### config.mk
export PLATFORM = sky130hd
export DESIGN_NAME = fen_stream_decoder
export DESIGN_NICKNAME = d
export VERILOG_FILES = /design/src/rtl/fen_stream_decoder.sv
export SDC_FILE = /design/constraint.sdc
export NUM_CORES = 1
export LEC_CHECK = 0
export CAP_MARGIN = 5
export CORE_MARGIN = 1
export CORE_UTILIZATION = 39
export CTS_CLUSTER_DIAMETER = 150
export DETAILED_ROUTE_END_ITERATION = 8
export GPL_ROUTABILITY_DRIVEN = 0
export PLACE_DENSITY_LB_ADDON = 0.1
export SLEW_MARGIN = 5
export SYNTH_ARGS = -nofsm -noshare
export SYNTH_HDL_FRONTEND = slang
export SYNTH_SLANG_ARGS = --single-unit
### constraint.sdc
create_clock -name clk -period 4.4 [get_ports clk]
set_clock_uncertainty 0.05 [all_clocks]
set_input_delay 0.88 -clock clk [delete_from_list [all_inputs] [get_ports clk]]
set_output_delay 0.88 -clock clk [all_outputs]
set_load 0.02 [all_outputs]
### src/rtl/fen_stream_decoder.sv
// fen_stream_decoder: parses one ASCII FEN record per sop..eop frame into a registered square stream
// followed by header fields and an error flag. Optional FEN_STRICT_EN adds rank/'/'-count/ep-rank checks.
module fen_stream_decoder #(
  parameter int COUNT_W   = 16,
  parameter int IDX_ORDER = 0
) (
  input  logic               clk,
  input  logic               rst_n,
  input  logic [7:0]         in_data,
  input  logic               in_sop,
  input  logic               in_eop,
  input  logic               in_valid,
  output logic               in_ready,
  output logic               o_sq_valid,
  output logic [5:0]         o_sq_idx,
  output logic [3:0]         o_pdata,
  output logic               o_valid,
  output logic               o_error,
  output logic               o_turn,
  output logic [3:0]         o_castle,
  output logic               o_ep_valid,
  output logic [2:0]         o_ep,
  output logic [COUNT_W-1:0] o_hmcount,
  output logic [COUNT_W-1:0] o_fmcount
);
  typedef enum logic [3:0] {
    S_IDLE, S_BOARD, S_EXPAND, S_TURN, S_CASTLE, S_EP, S_EP_RANK, S_HM, S_FM, S_ERR
  } state_t;

  localparam logic [5:0] IDX_XOR = (IDX_ORDER != 0) ? 6'o70 : 6'o00;

  state_t               state_q, state_d, es;
  logic [6:0]           cnt_q, cnt_d;
  logic [2:0]           rem_q, rem_d;
  logic                 any_q, any_d, dash_q, dash_d;
  logic                 sq_valid_q, sq_valid_d, valid_q, valid_d, error_q, error_d;
  logic [5:0]           sq_idx_q, sq_idx_d;
  logic [3:0]           pdata_q, pdata_d, castle_q, castle_d;
  logic                 turn_q, turn_d, epv_q, epv_d;
  logic [2:0]           ep_q, ep_d;
  logic [COUNT_W-1:0]   hm_q, hm_d, fm_q, fm_d;
  logic                 bad, dig, sqdig, ep_ok;
  logic [3:0]           pc, cb, step;
`ifdef FEN_STRICT_EN
  logic [3:0]           rank_q, rank_d;
  logic [2:0]           slash_q, slash_d;
`endif

  function automatic logic [3:0] piece_code(input logic [7:0] c);
    case (c)
      "P": piece_code = 4'h1;  "N": piece_code = 4'h2;  "B": piece_code = 4'h3;
      "R": piece_code = 4'h4;  "Q": piece_code = 4'h5;  "K": piece_code = 4'h6;
      "p": piece_code = 4'h9;  "n": piece_code = 4'hA;  "b": piece_code = 4'hB;
      "r": piece_code = 4'hC;  "q": piece_code = 4'hD;  "k": piece_code = 4'hE;
      default: piece_code = 4'h0;
    endcase
  endfunction

  function automatic logic [3:0] castle_bit(input logic [7:0] c);
    case (c)
      "K": castle_bit = 4'b1000;  "Q": castle_bit = 4'b0100;
      "k": castle_bit = 4'b0010;  "q": castle_bit = 4'b0001;
      default: castle_bit = 4'b0000;
    endcase
  endfunction

  // acc*10 + d computed 4 bits wider so overflow is visible, then clamped at all-ones
  function automatic logic [COUNT_W-1:0] dec_acc(input logic [COUNT_W-1:0] acc, input logic [3:0] d);
    logic [COUNT_W+3:0] w;
    w = ({4'b0000, acc} << 3) + ({4'b0000, acc} << 1) + {{COUNT_W{1'b0}}, d};
    if (w > {4'b0000, {COUNT_W{1'b1}}}) dec_acc = '1;
    else                                dec_acc = w[COUNT_W-1:0];
  endfunction

  always_comb begin
    state_d = state_q;  cnt_d = cnt_q;  rem_d = rem_q;  any_d = any_q;  dash_d = dash_q;
    sq_valid_d = 1'b0;  sq_idx_d = sq_idx_q;  pdata_d = pdata_q;
    valid_d = 1'b0;  error_d = error_q;  turn_d = turn_q;  castle_d = castle_q;
    epv_d = epv_q;  ep_d = ep_q;  hm_d = hm_q;  fm_d = fm_q;
`ifdef FEN_STRICT_EN
    rank_d = rank_q;  slash_d = slash_q;
`endif
    es    = state_q;
    bad   = 1'b0;
    pc    = piece_code(in_data);
    cb    = castle_bit(in_data);
    dig   = (in_data >= 8'h30) && (in_data <= 8'h39);
    sqdig = (in_data >= 8'h31) && (in_data <= 8'h38);
    step  = (pc != 4'h0) ? 4'd1 : in_data[3:0];
`ifdef FEN_STRICT_EN
    ep_okay_strict: ep_ok = turn_q ? (in_data == "3") : (in_data == "6");
`else
    ep_ok = sqdig;
`endif

    if (state_q == S_EXPAND) begin
      sq_valid_d = 1'b1;
      sq_idx_d   = cnt_q[5:0] ^ IDX_XOR;
      pdata_d    = '0;
      cnt_d      = cnt_q + 7'd1;
      rem_d      = rem_q - 3'd1;
`ifdef FEN_STRICT_EN
      rank_d     = rank_q + 4'd1;
`endif
      if (rem_q == 3'd1) state_d = S_BOARD;
    end else if (in_valid) begin
      // sop restarts the record from any state; the same byte is parsed as the first board byte
      if (in_sop) begin
        es = S_BOARD;  state_d = S_BOARD;  cnt_d = '0;  any_d = 1'b0;  dash_d = 1'b0;
        turn_d = 1'b0;  castle_d = '0;  epv_d = 1'b0;  ep_d = '0;  hm_d = '0;  fm_d = '0;
`ifdef FEN_STRICT_EN
        rank_d = '0;  slash_d = '0;
`endif
      end
      case (es)
        S_BOARD: begin
          if (pc != 4'h0 || sqdig) begin
            if (cnt_d + {3'b000, step} > 7'd64) bad = 1'b1;
`ifdef FEN_STRICT_EN
            if ({1'b0, rank_d} + {1'b0, step} > 5'd8) bad = 1'b1;
            rank_d = rank_d + 4'd1;
`endif
            sq_valid_d = 1'b1;
            sq_idx_d   = cnt_d[5:0] ^ IDX_XOR;
            pdata_d    = pc;
            cnt_d      = cnt_d + 7'd1;
            rem_d      = 3'(step - 4'd1);
            if (step > 4'd1) state_d = S_EXPAND;
          end else if (in_data == "/") begin
`ifdef FEN_STRICT_EN
            if (rank_d != 4'd8 || slash_d == 3'd7) bad = 1'b1;
            slash_d = slash_d + 3'd1;
            rank_d  = '0;
`endif
          end else if (in_data == " ") begin
            if (cnt_d != 7'd64) bad = 1'b1;
`ifdef FEN_STRICT_EN
            if (rank_d != 4'd8 || slash_d != 3'd7) bad = 1'b1;
`endif
            state_d = S_TURN;
            any_d   = 1'b0;
          end else bad = 1'b1;
        end
        S_TURN: begin
          if (!any_q && (in_data == "w" || in_data == "b")) begin
            turn_d = (in_data == "b");
            any_d  = 1'b1;
          end else if (any_q && in_data == " ") begin
            state_d = S_CASTLE;
            any_d   = 1'b0;
          end else bad = 1'b1;
        end
        S_CASTLE: begin
          if (cb != 4'h0 && !dash_q && (castle_q & cb) == 4'h0) begin
            castle_d = castle_q | cb;
            any_d    = 1'b1;
          end else if (in_data == "-" && !any_q) begin
            any_d  = 1'b1;
            dash_d = 1'b1;
          end else if (in_data == " " && any_q) begin
            state_d = S_EP;
            any_d   = 1'b0;
            dash_d  = 1'b0;
          end else bad = 1'b1;
        end
        S_EP: begin
          if (!any_q && in_data == "-") any_d = 1'b1;
          else if (!any_q && in_data >= "a" && in_data <= "h") begin
            ep_d    = in_data[2:0] - 3'd1;
            state_d = S_EP_RANK;
          end else if (any_q && in_data == " ") begin
            state_d = S_HM;
            any_d   = 1'b0;
          end else bad = 1'b1;
        end
        S_EP_RANK: begin
          if (ep_ok) begin
            epv_d   = 1'b1;
            any_d   = 1'b1;
            state_d = S_EP;
          end else bad = 1'b1;
        end
        S_HM: begin
          if (dig) begin
            hm_d  = dec_acc(hm_q, in_data[3:0]);
            any_d = 1'b1;
          end else if (in_data == " " && any_q) begin
            state_d = S_FM;
            any_d   = 1'b0;
          end else bad = 1'b1;
        end
        S_FM: begin
          if (dig) fm_d = dec_acc(fm_q, in_data[3:0]);
          else     bad  = 1'b1;
        end
        default: ;
      endcase

      // eop closes the record; it is only clean when it carries a fullmove digit
      if (es != S_IDLE && in_eop) begin
        sq_valid_d = 1'b0;
        state_d    = S_IDLE;
        valid_d    = 1'b1;
        error_d    = !(es == S_FM && dig);
      end else if (bad) begin
        sq_valid_d = 1'b0;
        state_d    = S_ERR;
      end
    end
  end

  always_ff @(posedge clk or negedge rst_n) begin
    if (!rst_n) begin
      state_q <= S_IDLE;  cnt_q <= '0;  rem_q <= '0;  any_q <= 1'b0;  dash_q <= 1'b0;
      sq_valid_q <= 1'b0;  sq_idx_q <= '0;  pdata_q <= '0;  valid_q <= 1'b0;  error_q <= 1'b0;
      turn_q <= 1'b0;  castle_q <= '0;  epv_q <= 1'b0;  ep_q <= '0;  hm_q <= '0;  fm_q <= '0;
`ifdef FEN_STRICT_EN
      rank_q <= '0;  slash_q <= '0;
`endif
    end else begin
      state_q <= state_d;  cnt_q <= cnt_d;  rem_q <= rem_d;  any_q <= any_d;  dash_q <= dash_d;
      sq_valid_q <= sq_valid_d;  sq_idx_q <= sq_idx_d;  pdata_q <= pdata_d;
      valid_q <= valid_d;  error_q <= error_d;
      turn_q <= turn_d;  castle_q <= castle_d;  epv_q <= epv_d;  ep_q <= ep_d;
      hm_q <= hm_d;  fm_q <= fm_d;
`ifdef FEN_STRICT_EN
      rank_q <= rank_d;  slash_q <= slash_d;
`endif
    end
  end

  assign in_ready   = (state_q != S_EXPAND);
  assign o_sq_valid = sq_valid_q;
  assign o_sq_idx   = sq_idx_q;
  assign o_pdata    = pdata_q;
  assign o_valid    = valid_q;
  assign o_error    = error_q;
  assign o_turn     = turn_q;
  assign o_castle   = castle_q;
  assign o_ep_valid = epv_q;
  assign o_ep       = ep_q;
  assign o_hmcount  = hm_q;
  assign o_fmcount  = fm_q;
endmodule
* Yosys cells after proc, flatten, opt, wreduce, memory -nomap -nowiden
Cells that the tools add are included.
** Storage, ports and cells
- Bits in registers :: 70
- Input bits :: 13
- Output and inout bits :: 55
- Word-level logic and storage cells :: 205
** Cells by class
- $add $sub $neg :: 10
- $lt $le $gt $ge :: 10
- Equality and inequality tests :: 28
- Mux-type cells :: 111
- Bitwise gates (word level) :: 3
- Reductions and logical operators :: 27
** Operators with widths (number)
- $mux W16 :: 8
- $mux W4 :: 31
- $eq A8 B7 Y1 const B :: 13
- $mux W7 :: 7
- $mux W1 :: 48
- $pmux W4 S12 :: 1
- $add A19 B17 Y20 :: 2
- $add A20 B4 Y20 :: 2
- $gt A20 B16 Y1 const B :: 2
- $eq A8 B6 Y1 const B :: 3
- $mux W3 :: 8
- $mux W6 :: 4
- $pmux W4 S6 :: 1
- $eq A4 B3 Y1 const B :: 4
- $ge A8 B6 Y1 const B :: 2
- $le A8 B6 Y1 const B :: 2
- $pmux W4 S4 :: 1
- $add A7 B1 Y7 const B :: 2
- $reduce_bool A4 Y1 :: 3
- $logic_and A1 B1 Y1 :: 11
- $sub A3 B1 Y3 const B :: 3
- $eq A4 B2 Y1 const B :: 2
- $ge A8 B7 Y1 const B :: 1
- $le A8 B7 Y1 const B :: 1
- 20 further kinds :: 27

* Depth between registers and ports, before layout
- Depth after elaboration :: 15
- Mapped depth :: 16
- Depth with buffers taken out :: 16

* Worst setup path after synthesis
Ideal clock, no wire load.
- Kind :: input -> register
- Start :: in in_data[0]
- End :: reg state_q[2]
- Setup time :: 122 ps
- Arrival :: 3805 ps
- Required time :: 4228 ps
- Setup slack :: 423 ps
- Stages on the path :: 16
- Path buffers :: 0
- Path through :: inv_1 ha_1 mux2i_1 o211a_1 or3_1 nand2_1 ha_1 inv_1 fa_1 nor2b_1 o21ai_0 nand2b_1 mux2_2 nor3_1 o41a_2 a32o_1
** On the way
- Cells in the longest elaborated chain, start to end :: 15
- Elaborated cells on any way between the ends :: 79
- Classes of those cells :: add/sub (1); order compare (8); eq/ne (16); mux (39); bitwise (1); reduce/logical (14)
** Ends and longest elaborated chain
- start: declaration :: line 9 : input logic [7:0] in_data,
- $eq A8 B7 Y1 (on tied branches) :: line 50, 60, 145
- $pmux W4 S12 :: line 50 : case (c)
- $reduce_bool A4 Y1 :: line 89, 117
- $mux W4 :: line 89 : step = (pc != 4'h0) ? 4'd1 : in_data[3:0];
- $add A7 B4 Y7 :: line 118 : if (cnt_d + {3'b000, step} > 7'd64) bad = 1'b1;
- $gt A7 B7 Y1 :: line 118
- $mux W1 :: line 118
- $mux W1 :: line 117 : if (pc != 4'h0 || sqdig) begin
- $pmux W1 S7 :: line 115 : case (es)
- $mux W1 :: line 106 : end else if (in_valid) begin
- $mux W1 :: line 96 : if (state_q == S_EXPAND) begin
- $mux W4 (*) :: line 205 : end else if (bad) begin
- $mux W4 (*) :: line 200 : if (es != S_IDLE && in_eop) begin
- $mux W4 (*) :: line 106
- $mux W4 (*) :: line 96
- end signal: assignment :: line 221 : state_q <= state_d; cnt_q <= cnt_d; rem_q <= rem_d; any_q <= any_d; dash_q <= dash_d;
- end: declaration :: line 32 : state_t state_q, state_d, es;
Mark *: on every way between the ends. The rest lies on a longest branch, timed or not. The select of a mux whose other input is x is not followed.
A chain may end at the register's enable or synchronous reset.

* Final worst setup path
- Start :: in in_data[2]
- End :: reg state_q[2]
Same word-level chain as after synthesis.

==> flow_metrics.py <==
metrics = {
    "outcome": {
        "status": "finished clean",
    },
    "worst_hold_path": {
        "hp-class": "flip-flop to flip-flop",
        "hold_path_startpoint": "o_ep_valid",
        "whs_path_depth": 2,
    },
    "synthesis": {
        "ys_ff_latch": 70,
        "yosysTopAreaCell": "dfrtp_1",
        "yosysTopAreaCellShare_pct": 28.2,
        "yosysMostFrequentCell": "ha_1",
        "avgSynthCellArea_um2": 8.56,
        "yosys-top-cells-count": "ha_1, a21oi_1, dfrtp_1, nor2_1, o21ai_0",
        "synth_fp_nets": 819,
        "synth_area_leaders": "dfrtp_1, ha_1, a21oi_1, o21ai_0, nor2_1",
        "seq_area_frac_synth_pct": 28.2,
        "synth-main-ff-cell": "dfrtp_1",
        "yosysWarnings": 0,
        "synth.distinct_cells": 75,
        "synthCells": 724,
        "synth_edf_count": 0,
        "synth_async_sr_flop_share_pct": 100,
        "netlist_area_um2": 6200,
    },
    "grt": {
        "antenna_found_initial": 0,
        "grt_pass1_wl_um": 29100,
        "grt_pass1_vias": 5802,
        "grt_start_max_net_pins": 71,
        "grt_usage_pct": 22.3,
        "grt.overflow.total": 0,
    },
    "routing": {
        "top_layer": "met4",
        "wl_met1_um": 8550,
        "drtIter0Drc": 346,
        "wl_met2_um": 7650,
        "drc_errors": 0,
        "dr_wl_met3_um": 786,
        "via_count": 5931,
        "vias_per_cell": 5.71,
        "final_antenna_net_count": 0,
        "drtPass1Iterations": 5,
        "wirelength_um": 17200,
        "wire_per_inst_um": 16.6,
    },
    "die": {
        "die_x_um": 128,
        "dieArea_um2": 16400,
        "ios": 68,
        "initial_core_util_pct": 40.3,
        "num_rows": 45,
        "coreArea_um2": 15400,
        "die_height_um": 128,
    },
    "sta": {
        "whs_ns": 0.432,
        "drv_slew": 0,
        "slew_headroom_pct": 38.5,
        "max_freq_ghz": 0.242,
        "setup_violations": 0,
        "hold_viol": 0,
        "fin_crit_sh_pct": 94.1,
        "tns_ns": 0,
        "worst_pin_slew_ns": 0.923,
        "rsz0062_at_grt": "no",
        "period_needed_ns": 4.14,
    },
    "setup_path": {
        "path_max_fanout": 9,
        "start_kind": "input port",
        "reg2reg_from": "o_hmcount[2]",
        "crit_start": "in_data[2]",
        "worstPathRequired_ns": 4.58,
        "critical_path_class": "input port to flip-flop",
        "r2r_cells": 10,
        "ff2ff_setup_slack_ns": 1.00,
        "end_kind": "flip-flop",
        "crit_arrival_ns": 4.32,
    },
    "place": {
        "dp_hpwl_um": 12800,
        "io_buffers": 67,
    },
    "layout": {
        "layout-drive-gt1-share_pct": 10.9,
        "final_util_pct": 50.2,
        "ff_latch_area_um2": 1750,
        "area_growth_pct": 24.4,
        "n_antenna_cell": 0,
        "fillers": 1448,
        "multiInputGateArea_um2": 4210,
        "layout.nets": 917,
    },
    "cts": {
        "tritoncts": "yes",
        "cts_max_level": 3,
        "postCtsHoldBufs": 0,
        "path_clk_slew_ns": 0.06,
        "clock_sinks": 70,
        "cts_buffers": 9,
        "cts_setup_buffers": 0,
        "clockBufferDepth": 2,
        "cts-root-buf": "clkbuf_16",
        "insertion_delay_ns": 0.34,
    },
    "pwr": {
        "peakVddDrop_mv": 0.239,
        "p_leak_nw": 3.64,
        "p_per_area_nw_per_um2": 231,
    },
    "flow_run": {
        "drv_cap": 0,
    },
}
==> critical path, cell delays in order <==
cell	delay, ns
clkdlybuf4s50_1	0.50
buf_4	0.21
o211a_1	0.24
or3_1	0.39
nand2_1	0.13
ha_1	0.17
inv_1	0.06
fa_1	0.39
nor2b_1	0.11
o21ai_0	0.08
nand2b_1	0.11
nand3_1	0.09
xor2_1	0.17
o41a_2	0.51
a32o_1	0.27
==> routing by layer <==
metal	global-route usage, %	vias to the layer above
met5	0	-
met3	4.30	16
li1	-	2904
met2	34.9	161
met4	5.61	0
met1	31.6	2850
==> timing repair <==
action                     4_1_cts  5_1_grt
hold endpoints to repair         0        0
resized for setup                0        8
setup endpoints to repair        0       20
==> layout by cell type (no fill, tap or decap), drive strengths merged, types with 15 or more instances in the layout <==
master         netlist  final
buf                 10     49
xor2                15     15
ha                  77     77
inv                 34     34
o21ai               66     66
dfrtp               70     70
nand2               47     47
nor2                60     60
nand3               17     17
clkdlybuf4s50        0     63
a21oi               73     73
nor3                15     15
xnor2               17     17
a31oi               26     26
==> where the power goes <==
part           leakage (nW)  switching, mW  internal [mW]
combinational          2.53          0.176          0.137
sequential            0.957         0.0400          0.677
clock                 0.152          0.288          0.467
total                  3.64          0.503           1.28
==> metrics by stage <==
stage          cell area [um2]  power (mW)  instances  setup WS (ns)
6_report                  7710        1.78       1038          0.259
5_1_grt                   7710        1.87       1038         0.0924
4_1_cts                   7690        1.80       1038         0.0913
3_5_place_dp              7390        1.04       1022         -0.262
3_3_place_gp              7390        1.03       1022         -0.149
2_1_floorplan             6200       0.909        724          0.423
==> worst paths after layout <==
check                                to
setup / recovery             state_q[2]
hold / removal               o_ep_valid
setup reg to reg           o_hmcount[5]
hold reg to reg              o_ep_valid
max in group asynchronous   o_castle[2]
min in group asynchronous  o_hmcount[9]
==> kinds of logic after synthesis <==
kind of cell	share of synthesized area, %
DFF	28.2
and+or+nand+nor	17.1
adders and majority gates	17.2
xor gates and xnor gates	4.52
buffers and inverters	3.97
AOI/OAI and AO/OA	27.8
muxes	1.19
==> registers in the layout (all words and copies together), names as in the netlist <==
register / flops
o_fmcount: 16
o_hmcount: 16
cnt_q: 7
o_sq_idx: 6
o_castle: 4
o_pdata: 4
state_q: 4
o_ep: 3
rem_q: 3
any_q: 1
dash_q: 1
o_ep_valid: 1
o_error: 1
o_sq_valid: 1
o_turn: 1
o_valid: 1
==> final cells by class <==
cell class / instances / share of cell area [%]
clock buffer: 12 / 3.33
multi-input combinational: 592 / 54.6
tap: 211 / 3.42
clock inverter: 4 / 0.584
timing repair buffer: 115 / 13.6
inverter: 34 / 1.66
sequential: 70 / 22.7
Power figures use the tool's default switching activity.
